===== src/rtl/fib_kbd_pkg.sv =====
// Shared scan-code constants, entry state encoding and digit decode helper
// for the Fibonacci calculator keyboard front end.
package fib_kbd_pkg;

  // Digit make-codes (PS/2 set 2, main row)
  localparam logic [7:0] KEY_0 = 8'h45;
  localparam logic [7:0] KEY_1 = 8'h16;
  localparam logic [7:0] KEY_2 = 8'h1E;
  localparam logic [7:0] KEY_3 = 8'h26;
  localparam logic [7:0] KEY_4 = 8'h25;
  localparam logic [7:0] KEY_5 = 8'h2E;
  localparam logic [7:0] KEY_6 = 8'h36;
  localparam logic [7:0] KEY_7 = 8'h3D;
  localparam logic [7:0] KEY_8 = 8'h3E;
  localparam logic [7:0] KEY_9 = 8'h46;

  // Control make-codes and prefixes
  localparam logic [7:0] KEY_ENTER = 8'h5A;
  localparam logic [7:0] KEY_BKSP  = 8'h66;
  localparam logic [7:0] KEY_ESC   = 8'h76;
  localparam logic [7:0] KEY_BREAK = 8'hF0;
  localparam logic [7:0] KEY_EXT   = 8'hE0;
  localparam logic [7:0] ZERO_FILL = 8'h00;

  typedef enum logic [2:0] {
    S_EMPTY = 3'd0,
    S_ONE   = 3'd1,
    S_TWO   = 3'd2,
    S_START = 3'd3,
    S_BUSY  = 3'd4
  } state_t;

  // True when the make-code is one of the ten decimal digit keys
  function automatic logic is_digit(input logic [7:0] code);
    case (code)
      KEY_0, KEY_1, KEY_2, KEY_3, KEY_4,
      KEY_5, KEY_6, KEY_7, KEY_8, KEY_9: is_digit = 1'b1;
      default:                           is_digit = 1'b0;
    endcase
  endfunction

endpackage


===== src/rtl/ps2_make_filter.sv =====
// Strips break (F0) and extended (E0) prefixed bytes from the PS/2 byte
// stream. make_tick is combinational so the controller acts on the same
// rx_done_tick cycle; only the prefix flags are state.
module ps2_make_filter (
  input  logic       clk,
  input  logic       reset,
  input  logic       rx_done_tick,
  input  logic [7:0] rx_data,
  output logic       make_tick,
  output logic [7:0] make_code
);
  import fib_kbd_pkg::*;

  logic brk;
  logic ext;
  logic is_prefix;

  assign is_prefix = (rx_data == KEY_BREAK) || (rx_data == KEY_EXT);
  assign make_tick = rx_done_tick && !is_prefix && !brk && !ext;
  assign make_code = rx_data;

  // Track pending prefixes; the first non-prefix byte after them is swallowed
  always_ff @(posedge clk) begin
    if (reset) begin
      brk <= 1'b0;
      ext <= 1'b0;
    end else if (rx_done_tick) begin
      if (rx_data == KEY_BREAK) begin
        brk <= 1'b1;
      end else if (rx_data == KEY_EXT) begin
        ext <= 1'b1;
      end else begin
        brk <= 1'b0;
        ext <= 1'b0;
      end
    end
  end

endmodule


===== src/rtl/fib_key_entry_ctrl.sv =====
// Operand entry sequencer: collects up to two decimal digit make-codes,
// starts the Fibonacci unit on Enter and locks out keys until calc_done.
// Optional inter-key idle timeout is compiled in with FIB_KEY_TIMEOUT_EN.
module fib_key_entry_ctrl #(
  parameter int unsigned TIMEOUT_CYCLES = 50_000_000
) (
  input  logic       clk,
  input  logic       reset,
  input  logic       rx_done_tick,
  input  logic [7:0] rx_data,
  input  logic       calc_done,
  output logic [7:0] key_code_1,
  output logic [7:0] key_code_2,
  output logic       calc_start,
  output logic       busy,
  output logic [1:0] digit_cnt,
  output logic       entry_err
);
  import fib_kbd_pkg::*;

  state_t     state;
  logic       make_tick;
  logic [7:0] make_code;
  logic       key_digit;
  logic       key_enter;
  logic       key_bksp;
  logic       key_esc;
  logic       timeout_hit;

  ps2_make_filter u_filter (
    .clk          (clk),
    .reset        (reset),
    .rx_done_tick (rx_done_tick),
    .rx_data      (rx_data),
    .make_tick    (make_tick),
    .make_code    (make_code)
  );

  assign key_digit = make_tick && is_digit(make_code);
  assign key_enter = make_tick && (make_code == KEY_ENTER);
  assign key_bksp  = make_tick && (make_code == KEY_BKSP);
  assign key_esc   = make_tick && (make_code == KEY_ESC);

`ifdef FIB_KEY_TIMEOUT_EN
  localparam int CNT_W = (TIMEOUT_CYCLES > 1) ? $clog2(TIMEOUT_CYCLES) : 1;

  logic [CNT_W-1:0] idle_cnt;
  logic             idle_active;
  logic             idle_reload;

  assign idle_active = (state == S_ONE) || (state == S_TWO);
  assign idle_reload = (key_digit && ((state == S_EMPTY) || (state == S_ONE)))
                    || (key_bksp && idle_active);
  // Expiry only counts when no recognised key claims this cycle
  assign timeout_hit = idle_active && (idle_cnt == {CNT_W{1'b0}})
                    && !key_digit && !key_enter && !key_bksp && !key_esc;

  // Idle counter: reload on accepted digit/Backspace, count down while partial
  always_ff @(posedge clk) begin
    if (reset) begin
      idle_cnt <= {CNT_W{1'b0}};
    end else if (idle_reload) begin
      idle_cnt <= CNT_W'(TIMEOUT_CYCLES - 32'd1);
    end else if (idle_active && (idle_cnt != {CNT_W{1'b0}})) begin
      idle_cnt <= idle_cnt - CNT_W'(1);
    end
  end
`else
  assign timeout_hit = 1'b0;
`endif

  // Entry state machine with all outputs registered
  always_ff @(posedge clk) begin
    if (reset) begin
      state      <= S_EMPTY;
      key_code_1 <= ZERO_FILL;
      key_code_2 <= ZERO_FILL;
      calc_start <= 1'b0;
      busy       <= 1'b0;
      digit_cnt  <= 2'd0;
      entry_err  <= 1'b0;
    end else begin
      calc_start <= 1'b0;
      entry_err  <= 1'b0;
      case (state)
        S_EMPTY: begin
          if (key_digit) begin
            key_code_1 <= ZERO_FILL;
            key_code_2 <= make_code;
            digit_cnt  <= 2'd1;
            state      <= S_ONE;
          end else if (key_enter) begin
            entry_err <= 1'b1;
          end
        end
        S_ONE: begin
          if (key_digit) begin
            key_code_1 <= key_code_2;
            key_code_2 <= make_code;
            digit_cnt  <= 2'd2;
            state      <= S_TWO;
          end else if (key_enter) begin
            calc_start <= 1'b1;
            busy       <= 1'b1;
            state      <= S_START;
          end else if (key_bksp) begin
            key_code_2 <= ZERO_FILL;
            digit_cnt  <= 2'd0;
            state      <= S_EMPTY;
          end else if (key_esc || timeout_hit) begin
            key_code_1 <= ZERO_FILL;
            key_code_2 <= ZERO_FILL;
            digit_cnt  <= 2'd0;
            entry_err  <= timeout_hit;
            state      <= S_EMPTY;
          end
        end
        S_TWO: begin
          if (key_digit) begin
            entry_err <= 1'b1;
          end else if (key_enter) begin
            calc_start <= 1'b1;
            busy       <= 1'b1;
            state      <= S_START;
          end else if (key_bksp) begin
            key_code_2 <= key_code_1;
            key_code_1 <= ZERO_FILL;
            digit_cnt  <= 2'd1;
            state      <= S_ONE;
          end else if (key_esc || timeout_hit) begin
            key_code_1 <= ZERO_FILL;
            key_code_2 <= ZERO_FILL;
            digit_cnt  <= 2'd0;
            entry_err  <= timeout_hit;
            state      <= S_EMPTY;
          end
        end
        S_START: begin
          busy  <= 1'b1;
          state <= S_BUSY;
        end
        S_BUSY: begin
          if (calc_done) begin
            busy      <= 1'b0;
            digit_cnt <= 2'd0;
            state     <= S_EMPTY;
          end
        end
        default: begin
          busy      <= 1'b0;
          digit_cnt <= 2'd0;
          state     <= S_EMPTY;
        end
      endcase
    end
  end

endmodule


===== config.mk =====
export PLATFORM = sky130hd
export DESIGN_NAME = fib_key_entry_ctrl
export DESIGN_NICKNAME = d
export VERILOG_FILES = /design/src/rtl/fib_kbd_pkg.sv /design/src/rtl/ps2_make_filter.sv /design/src/rtl/fib_key_entry_ctrl.sv
export SDC_FILE = /design/constraint.sdc
export NUM_CORES = 1
export LEC_CHECK = 0
export CAP_MARGIN = 30
export CORE_UTILIZATION = 50
export CTS_CLUSTER_DIAMETER = 40
export DETAILED_ROUTE_END_ITERATION = 12
export PLACE_DENSITY = 0.79
export SLEW_MARGIN = 20
export SYNTH_ARGS = -nofsm -noshare
export SYNTH_HDL_FRONTEND = slang
export SYNTH_HIERARCHICAL = 1
export SYNTH_SLANG_ARGS = --single-unit

===== constraint.sdc =====
create_clock -name clk -period 3.5 [get_ports clk]
set_input_delay 0.7 -clock clk [delete_from_list [all_inputs] [get_ports clk]]
set_output_delay 0.7 -clock clk [all_outputs]
set_load 0.05 [all_outputs]

# ---- Word-level counts from Yosys, hierarchy flattened
# Cells that the tools add are included.
dict set report word_totals {
  regBits 26
  inputBits 12
  wordCells 114
}
dict set report classes {
  mux 50
  n_bitwise 4
  n_reduce_logical 23
  eq_ne 28
}
# operator n
set ops {}
lappend ops {{8-bit 2-to-1 mux} 16}
lappend ops {{8-bit by 6-bit equality test with 1-bit output, second input constant} 6}
lappend ops {{8-bit case mux with 3 select lines} 2}
lappend ops {{8-bit by 7-bit equality test with 1-bit output, second input constant} 5}
lappend ops {{3-bit 2-to-1 mux} 9}
lappend ops {{2-bit 2-to-1 mux} 9}
lappend ops {{8-bit by 5-bit equality test with 1-bit output, second input constant} 2}
lappend ops {{8-bit equality test, second input constant} 2}
lappend ops {{3-bit case mux with 5 select lines} 1}
lappend ops {{6-bit AND reduction} 2}
lappend ops {{1-bit 2-to-1 mux} 10}
lappend ops {{2-bit != test, second input constant} 5}
lappend ops {{2-bit case mux with 5 select lines} 1}
lappend ops {{10-bit OR reduction} 1}
lappend ops {{1-bit logical AND} 7}
lappend ops {{3-bit by 2-bit equality test with 1-bit output, second input constant} 2}
lappend ops {{3-bit != test, second input constant} 2}
lappend ops {{5-bit AND reduction} 1}
lappend ops {{2-bit by 1-bit != test with 1-bit output, second input constant} 2}
lappend ops {{1-bit NOT} 4}
lappend ops {{1-bit case mux with 4 select lines} 1}
lappend ops {{2-bit AND reduction} 2}
lappend ops {{4-bit AND reduction} 1}
lappend ops {{2-bit OR reduction} 2}
lappend ops {{other kinds (8)} 10}

# ---- Longest topological paths before layout
# Gate-level depths: netlist of the first run.
dict set report depth {
  word_depth 12
  ltp_mapped 9
}

# ---- Modules after synthesis
# The synthesis of the first run kept the hierarchy.
# module cells_each n_inst area_per_inst_um2
set modules_own_cells {}
lappend modules_own_cells {fib_key_entry_ctrl 156 1 1333.8}
lappend modules_own_cells {ps2_make_filter 20 1 160.2}

# ---- Least setup slack after synthesis of the first run
# Ideal clock, no wire load.
dict set report synth_path {
  path_kind {input to register}
  start {input port rx_data[7]}
  end {register digit_cnt[0]}
  arrival_time_ns 2.578
  required_ns 3.427
  path_stages 9
  path_buffers 0
  path_slack_ns 0.849
  cell_sequence {nor4bb_1 -> a31oi_1 -> nor3b_2 -> nand2b_1 -> nor4_2 -> nor2_1 -> or3_1 -> or3_1 -> o211ai_2}
}
dict set report synth_via {
  elab_chain_cells 12
}
# item line
set synth_lines {}
lappend synth_lines {{from (decl)} fib_key_entry_ctrl.sv:10} ;# input logic [7:0] rx_data,
lappend synth_lines {{8-bit equality test} ps2_make_filter.sv:18} ;# assign is_prefix = (rx_data == KEY_BREAK) || (rx_data == KEY_EXT);
lappend synth_lines {{1-bit logical OR (*)} ps2_make_filter.sv:18}
lappend synth_lines {{1-bit logical NOT (*)} ps2_make_filter.sv:19} ;# assign make_tick = rx_done_tick && !is_prefix && !brk && !ext;
lappend synth_lines {{1-bit logical AND (*) (3 in series)} ps2_make_filter.sv:19}
lappend synth_lines {{named net make_tick} fib_key_entry_ctrl.sv:22} ;# logic make_tick;
lappend synth_lines {{1-bit logical AND} fib_key_entry_ctrl.sv:42} ;# assign key_esc = make_tick && (make_code == KEY_ESC);
lappend synth_lines {{2-bit 2-to-1 mux} -}
lappend synth_lines {{2-bit 2-to-1 mux, on equally long branches} {fib_key_entry_ctrl.sv:125, fib_key_entry_ctrl.sv:106}}
lappend synth_lines {{2-bit 2-to-1 mux, on equally long branches} {fib_key_entry_ctrl.sv:121, fib_key_entry_ctrl.sv:102}}
lappend synth_lines {{2-bit 2-to-1 mux, on equally long branches} {fib_key_entry_ctrl.sv:119, fib_key_entry_ctrl.sv:97}}
lappend synth_lines {{2-bit case mux with 5 select lines} fib_key_entry_ctrl.sv:85} ;# case (state)
lappend synth_lines {{to (signal assigned)} fib_key_entry_ctrl.sv:90} ;# digit_cnt <= 2'd1;
lappend synth_lines {{to (signal assigned)} fib_key_entry_ctrl.sv:128} ;# digit_cnt <= 2'd1;
lappend synth_lines {{to (signal assigned)} fib_key_entry_ctrl.sv:133} ;# digit_cnt <= 2'd0;
lappend synth_lines {{to (decl)} fib_key_entry_ctrl.sv:16} ;# output logic [1:0] digit_cnt,
# The timed path passes the listed nets; every way through them passes the cells marked *. The select of a mux whose other input is x is not followed.
# A chain may end at the register's enable or synchronous reset.

# ---- Worst setup path in the final report of the first run
dict set report layout_path {
  start {input port rx_data[3]}
  end {register digit_cnt[0]}
}
# The elaborated chain is that of the path after synthesis.

==> reports/metrics.yaml, run 1 <==
outcome:
  status: "finished with violations"
  violations: "DRC"
timing:
  worstMarginPinSlew_ps: 664
  setup_viol: 0
  finalHoldViolCount: 0
  tns_ps: 0
  rsz0062_at_grt: "no"
  timing.slew.headroom_pct: 55.6
  fin_skew_ps: 7.21
  min_period_over_period_pct: 86.6
  fin_crit_ps: 3030
  drv_slew: 0
  clock.fmax_mhz: 330
logic_synthesis:
  syn_inst: 176
  synth_edf_count: 0
  synthDistinctLibCells: 51
  synth_top_area_cell: "dfxtp_1"
  synth_top_cells_by_count: "dfxtp_1, nand2_1, o21ai_1"
  synth_ff_type: "dfxtp_1"
  synth_nets: 188
  post-synth-top-area-fraction_pct: 34.8
  synth_most_common_cell: "dfxtp_1"
  synth.area.top_cells: "dfxtp_1, o21ai_1, nand2_1"
  synth-async-reset-ratio_pct: 0
  avgSynthCellArea_um2: 8.49
  synth_warnings: 6
  yosysSeqAreaShare_pct: 34.8
  syn_area_mm2: 0.00149
  ys_ff_latch: 26
placement:
  gp_congestion: 0.918
  placed_area_mm2: 0.00180
  hpwl_um: 2540
  portBuffers: 32
detailed_routing:
  vias: 1407
  avgRoutedWirePerCell_um: 15.2
  drtAntennaViolNets: 0
  drc: 2
  via_per_inst: 5.99
  dr.pass1.iters: 8
  drt_iter0_drc: 55
  totalWireLength_um: 3570
power:
  max-vdd-ir-drop_mv: 0.191
  p_leak_nw: 0.645
  powerDensity_mw_per_mm2: 319
worst_setup_path:
  worst_ep_arrival_time_ps: 3310
  cp_data_required_time_ps: 3780
  r2r-start: "state[1]$_SDFFE_PP0P_"
  critPathMaxFanout: 6
  worstReg2RegEnd: "state[0]$_SDFFE_PP0P_"
  critPathKind: "input pin to flop"
  r2r_slack_ps: 1370
  ff2ff_path_depth: 5
  critPathLaunchType: "input pin"
  critPathLaunch: "rx_data[3]"
  crit_end: "digit_cnt[0]$_SDFFE_PP0P_"
  worstSetupEndpointType: "flop"
global_routing:
  grt_pass1_wl_um: 5860
  grt_util_all_layers_pct: 22.9
  grt_pass1_vias: 1373
  grt_overflow: 0
  grt_max_degree: 19
  antenna_found_initial: 0
die:
  die_w_um: 56.7
  pin_count: 33
  die_area_mm2: 0.00321
  initial_core_util_pct: 53.3
  die_h_um: 56.7
  fp-row-count: 19
  coreArea_mm2: 0.00281
clocking:
  cts-root-buf: "clkbuf_4"
  clk_latency_ps: 340
  cts.sinks: 26
  h-tree-depth: 1
  postCtsHoldBufs: 0
  cts_tree: "done"
  path_clk_slew_ps: 150
  cts.repair.resized: 0
  clk_path_buf_depth: 2
  numCtsBuffers: 3
  post_cts_buffers: 0
cells_and_area:
  final_net_count: 217
  drive_gt1_share_pct: 11.8
  diodes: 0
  fin_area_mm2: 0.00186
  area_delta_synth_final_pct: 24.2
run:
  drv_cap: 0
min_path:
  min-delay-path-class: "flop to flop"
==> final cells by class <==
cell class / count / area, um^2
Multi-Input combinational cell: 131 / 863
Sequential cell: 26 / 520
Timing Repair Buffer: 37 / 358
Fill cell: 259 / 950
Inverter: 6 / 22.5
Tap cell: 31 / 38.8
Clock buffer: 3 / 22.5
Clock inverter: 1 / 30.0
==> stage by stage <==
step	setup slack [ps]	total power [mW]	cells	hold WS, ps	util (%)
4_1_cts	497	0.589	235	473	66.1
2_1_floorplan	849	0.359	176	493	-
5_1_grt	296	0.613	235	496	66.1
3_5_place_dp	176	0.383	231	440	64.3
3_3_place_gp	253	0.381	231	437	64.3
6_report	469	0.592	235	471	66.1
==> flip-flops by register name (all words and copies together), names as in the netlist <==
register      count
entry_err         1
state             3
key_code_1        8
u_filter/ext      1
key_code_2        8
u_filter/brk      1
digit_cnt         2
calc_start        1
busy              1
==> worst min-delay path by stage <==
stage	start	end	depth (start not counted)
floorplan	u_filter/ext$_SDFFE_PP0P_	u_filter/ext$_SDFFE_PP0P_	2
finish	digit_cnt[1]$_SDFFE_PP0P_	digit_cnt[1]$_SDFFE_PP0P_	1
detailed placement	digit_cnt[1]$_SDFFE_PP0P_	digit_cnt[1]$_SDFFE_PP0P_	1
global placement	digit_cnt[1]$_SDFFE_PP0P_	digit_cnt[1]$_SDFFE_PP0P_	1
global route	key_code_2[3]$_SDFFE_PP0P_	key_code_2[3]$_SDFFE_PP0P_	2
CTS	digit_cnt[1]$_SDFFE_PP0P_	digit_cnt[1]$_SDFFE_PP0P_	1
==> metal layers <==
metal  vias up  track usage (%)  routed length, um
met1       659             29.5               1630
met2        58             38.3               1730
li1        686                -                  -
met3         4             3.23                186
met4         0             9.29                 27
met5         -                0                  0
==> cell families after synthesis <==
kind of cell               Yosys count  share of synthesized area [%]
AOI/OAI and AO/OA                   51                           24.3
xor gates and xnor gates             1                          0.586
adders and majority gates            1                          0.670
buffers and inverters               19                           7.37
DFF                                 26                           34.8
muxes                                2                           1.67
and+or+nand+nor                     76                           30.6
==> worst max-delay path: stages <==
cell	delay [ps]
clkdlybuf4s50_1	560
nor4bb_1	80
a31oi_1	270
nor3b_2	270
nand2b_1	110
nor4_2	370
nor2_1	150
or3_1	390
or3_1	370
o211ai_2	60
==> placed cells by master (no fill, tap or decap), types with 4 or more instances in the layout <==
master           synthesis  routed
nor2_1                  10      10
inv_1                    4       4
nand2_1                 21      21
dfxtp_1                 26      26
nand2b_1                11      11
buf_4                    8       5
a21oi_1                 10      10
clkdlybuf4s50_1          0      32
nor3_1                   8       8
a22oi_1                  7       7
or3_1                    4       4
o21ai_1                 16      16
==> report_power, final <==
part / internal [mW] / switching (mW)
Clock: 0.116 / 0.0989
Combinational: 0.0344 / 0.0409
Sequential: 0.299 / 0.00238
Power figures use the tool's default switching activity.
==> run 2: changes to the inputs <==
- ABC_AREA: unset -> 1
- CORE_UTILIZATION: 50 -> 54
- PLACE_DENSITY: 0.79 -> 0.8
==> run 2 against run 1 <==
Net effect: the run now ends clean; clock power grew 21%; global-route usage rose by 6.2 points; sequential share of layout area down 7.2 points; critical path depth up 6; die area up 31%; count of clock-buffer cells in the layout unchanged; total power grew 16%; non-clock buffer count increased by 2; utilization is 1.1 points higher; final area up 35%; critical path type unchanged; critical endpoint is now key_code_2[2]$_SDFFE_PP0P_.
==> reports/metrics.yaml, run 2 <==
cells_and_area:
  layout_common_cells: "nand2_1, nor2_1, nand3_1, inv_1, clkdlybuf4s50_1"
  diodes: 0  # unchanged
  final_common_cell: "nand2_1"
  final_cells: 445  # +89%
  area_delta_synth_final_pct: 17.4
  final_util_pct: 67.3  # +1.1 points
  top_regs: "key_code_1 (8), key_code_2 (8), state (3)"
  fin_area_mm2: 0.00250  # +35%
  final.fill_count: 362  # +40%
  drive_gt1_share_pct: 8.82  # -2.9 points
  final_net_count: 410  # +89%
clocking:
  clk_latency_ps: 280  # -60 ps
  h-tree-depth: 1  # unchanged
  postCtsHoldBufs: 0  # unchanged
  numCtsBuffers: 3  # unchanged
  cts_tree: "done"
  path_clk_slew_ps: 110  # -40 ps
  cts-root-buf: "clkbuf_8"
  post_cts_buffers: 0  # unchanged
  clk_path_buf_depth: 2  # unchanged
  cts.repair.resized: 0  # unchanged
  cts.sinks: 26  # unchanged
worst_setup_path:
  cp_data_required_time_ps: 3690  # -90 ps
  critPathMaxFanout: 17  # +11
  cpMaxStageDelayCell: "clkdlybuf4s50_1"
  crit_family: "simple AND/OR/NAND/NOR gates"
  worst_ep_arrival_time_ps: 3190  # -120 ps
  slowest_delay_ps: 600  # +40 ps
  worst-path-buf-inv: 3  # +2
  path_cells: "clkdlybuf4s50_1 > inv_1 > nand2_1 > nor2_2 > nand2_1 > nand3_2 > nor2_1 > inv_2 > nor2_1 > nand3_2 > nor2_4 > nand2_4 > nand2_4 > nand4_4 > nor3_1 > nor2_1"
  crit_top_cell: "nor2_1"
  critPathLaunchType: "input pin"
  worstSetupEndpointType: "flop"
  critPathKind: "input pin to flop"
timing:
  rsz0062_at_grt: "no"
  timing.slew.headroom_pct: 49.0  # -6.5 points
  finalWorstSetupSlack_ps: 500  # +30.6 ps
  drv_slew: 0  # unchanged
  min_period_over_period_pct: 85.7  # -0.87 points
  fin_hold_ws_ps: 465  # -5.66 ps
  setup_viol: 0  # unchanged
  finalHoldViolCount: 0  # unchanged
  fin_skew_ps: 14.3  # +7.11 ps
  fin_crit_ps: 3000  # -30.6 ps
  tns_ps: 0  # unchanged
  worstMarginPinSlew_ps: 762  # +97.9 ps
  clock.fmax_mhz: 333  # +1.0%
die:
  coreArea_mm2: 0.00372  # +32%
  die_w_um: 64.8  # +14%
  die_h_um: 64.8  # +14%
  pin_count: 33  # unchanged
  initial_core_util_pct: 57.3  # +4.1 points
  fp-row-count: 22  # +3
  die_area_mm2: 0.00420  # +31%
power:
  total_power_mw: 0.685  # +16%
  seqPwrFrac_pct: 44.6  # -6.4 points
  p_leak_nw: 1.17  # +82%
  powerDensity_mw_per_mm2: 274  # -14%
  p_sw_share_pct: 27.4  # +3.4 points
  power.net_switching_mw: 0.188  # +32%
  p_clk_share_pct: 38.1  # +1.8 points
  internal_power_mw: 0.497  # +11%
  p_comb_share_pct: 17.3  # +4.6 points
  max-vdd-ir-drop_mv: 0.158  # -17%
global_routing:
  grt_util_all_layers_pct: 29.1  # +6.2 points
  grt_overflow: 0  # unchanged
  grt_pass1_vias: 2209  # +61%
  grt_pass1_wl_um: 9740  # +66%
  antenna_found_initial: 0  # unchanged
  grt_max_degree: 21  # +2
run:
  drv_cap: 0  # unchanged
outcome:
  status: "finished clean"
logic_synthesis:
  synth_most_common_cell: "nand2_1"
  synth.area.top_cells: "dfxtp_1, nand2_1, nand3_1"
  synth_nets: 387  # +110%
  syn_area_mm2: 0.00213  # +43%
  synthDistinctLibCells: 29  # -43%
  syn_inst: 375  # +110%
  post-synth-top-area-fraction_pct: 24.4  # -10 points
  synth-async-reset-ratio_pct: 0  # unchanged
  synth_warnings: 6  # unchanged
  synth_top_area_cell: "dfxtp_1"
  synth_top_cells_by_count: "nand2_1, nor2_1, nand3_1"
  ys_ff_latch: 26  # unchanged
  synth_edf_count: 0  # unchanged
  synth_ff_type: "dfxtp_1"
  avgSynthCellArea_um2: 5.68  # -33%
  yosysSeqAreaShare_pct: 24.4  # -10 points
detailed_routing:
  drt_iter0_drc: 308  # +460%
  avgRoutedWirePerCell_um: 12.6  # -17%
  drtAntennaViolNets: 0  # unchanged
  vias: 2403  # +71%
  drc: 0  # -2
  dr.pass1.iters: 6  # -2
  via_per_inst: 5.40  # -9.8%
  totalWireLength_um: 5610  # +57%
placement:
  hpwl_um: 4160  # +63%
  portBuffers: 32  # unchanged
  pre_cts_ws_ps: 239  # +63.4 ps
  dpl.cell_count: 441  # +91%
  placed_area_mm2: 0.00243  # +35%
  gp_congestion: 0.951  # +3.6%
min_path:
  min-delay-path-class: "flop to flop"
run 2: cell count changes in the layout (fill, tap and decap cells not counted), sizes merged, moves of 7 or more:
cell and delta:
a22oi -7, inv +37, nand2 +109, nand2b -11, nand3 +43, nand4 +12, nor2 +45, o21ai -7
run 2: worst min-delay path, delay by kind of cell (launching register included):
family          cells  cell delay, ps
compound gates      1              50
flops               1             320
simple gates        1              60
run 2: metal layers:
layer | GRT usage, % | vias up | part of all wire, %
met5 | 0 | - | 0
met4 | 7.50 | 0 | 2.0
met3 | 4.05 | 14 | 7.0
met2 | 49.9 | 114 | 47
met1 | 37.9 | 1050 | 44
li1 | - | 1225 | -
run 2: power by group through the flow:
stage	Combinational [mW]	Clock [mW]	Sequential [mW]
global placement	0.116	0	0.312
detailed placement	0.117	0	0.312
global route	0.131	0.275	0.306
floorplan	0.0721	0	0.327
CTS	0.117	0.263	0.306
finish	0.118	0.261	0.306
run 2: cell families after synthesis:
family | share of synthesized area [%]
buffers and inverters | 14.0
and+or+nand+nor | 54.1
AOI/OAI and AO/OA | 7.46
DFF | 24.4
run 2: cell type report:
type | count | area (um^2) | share of cell area [%]
clock buffers | 3 | 41.3 | 1.65
clock inverters | 1 | 30.0 | 1.20
inverters | 44 | 165 | 6.61
multi-input cells | 284 | 1310 | 52.4
flip-flops and latches | 26 | 520 | 20.8
well taps | 48 | 60.1 | 2.40
repair buffers | 39 | 373 | 14.9
run 2: worst paths after layout:
path / start / to / slack (ps) / cells after the start
max: rx_data[3] / key_code_2[2]$_SDFFE_PP0P_ / 500 / 16
min: busy$_SDFFE_PP0P_ / busy$_SDFFE_PP0P_ / 460 / 2
max reg2reg: u_filter/brk$_SDFFE_PP0P_ / key_code_2[2]$_SDFFE_PP0P_ / 1250 / 11
min reg2reg: busy$_SDFFE_PP0P_ / busy$_SDFFE_PP0P_ / 460 / 2
==> run 3: changes to the inputs <==
- CAP_MARGIN: 30 -> 20
- SLEW_MARGIN: 20 -> unset
==> results of run 3 <==
Same layout as run 2: the final DEF is identical, and so are final timing and power.
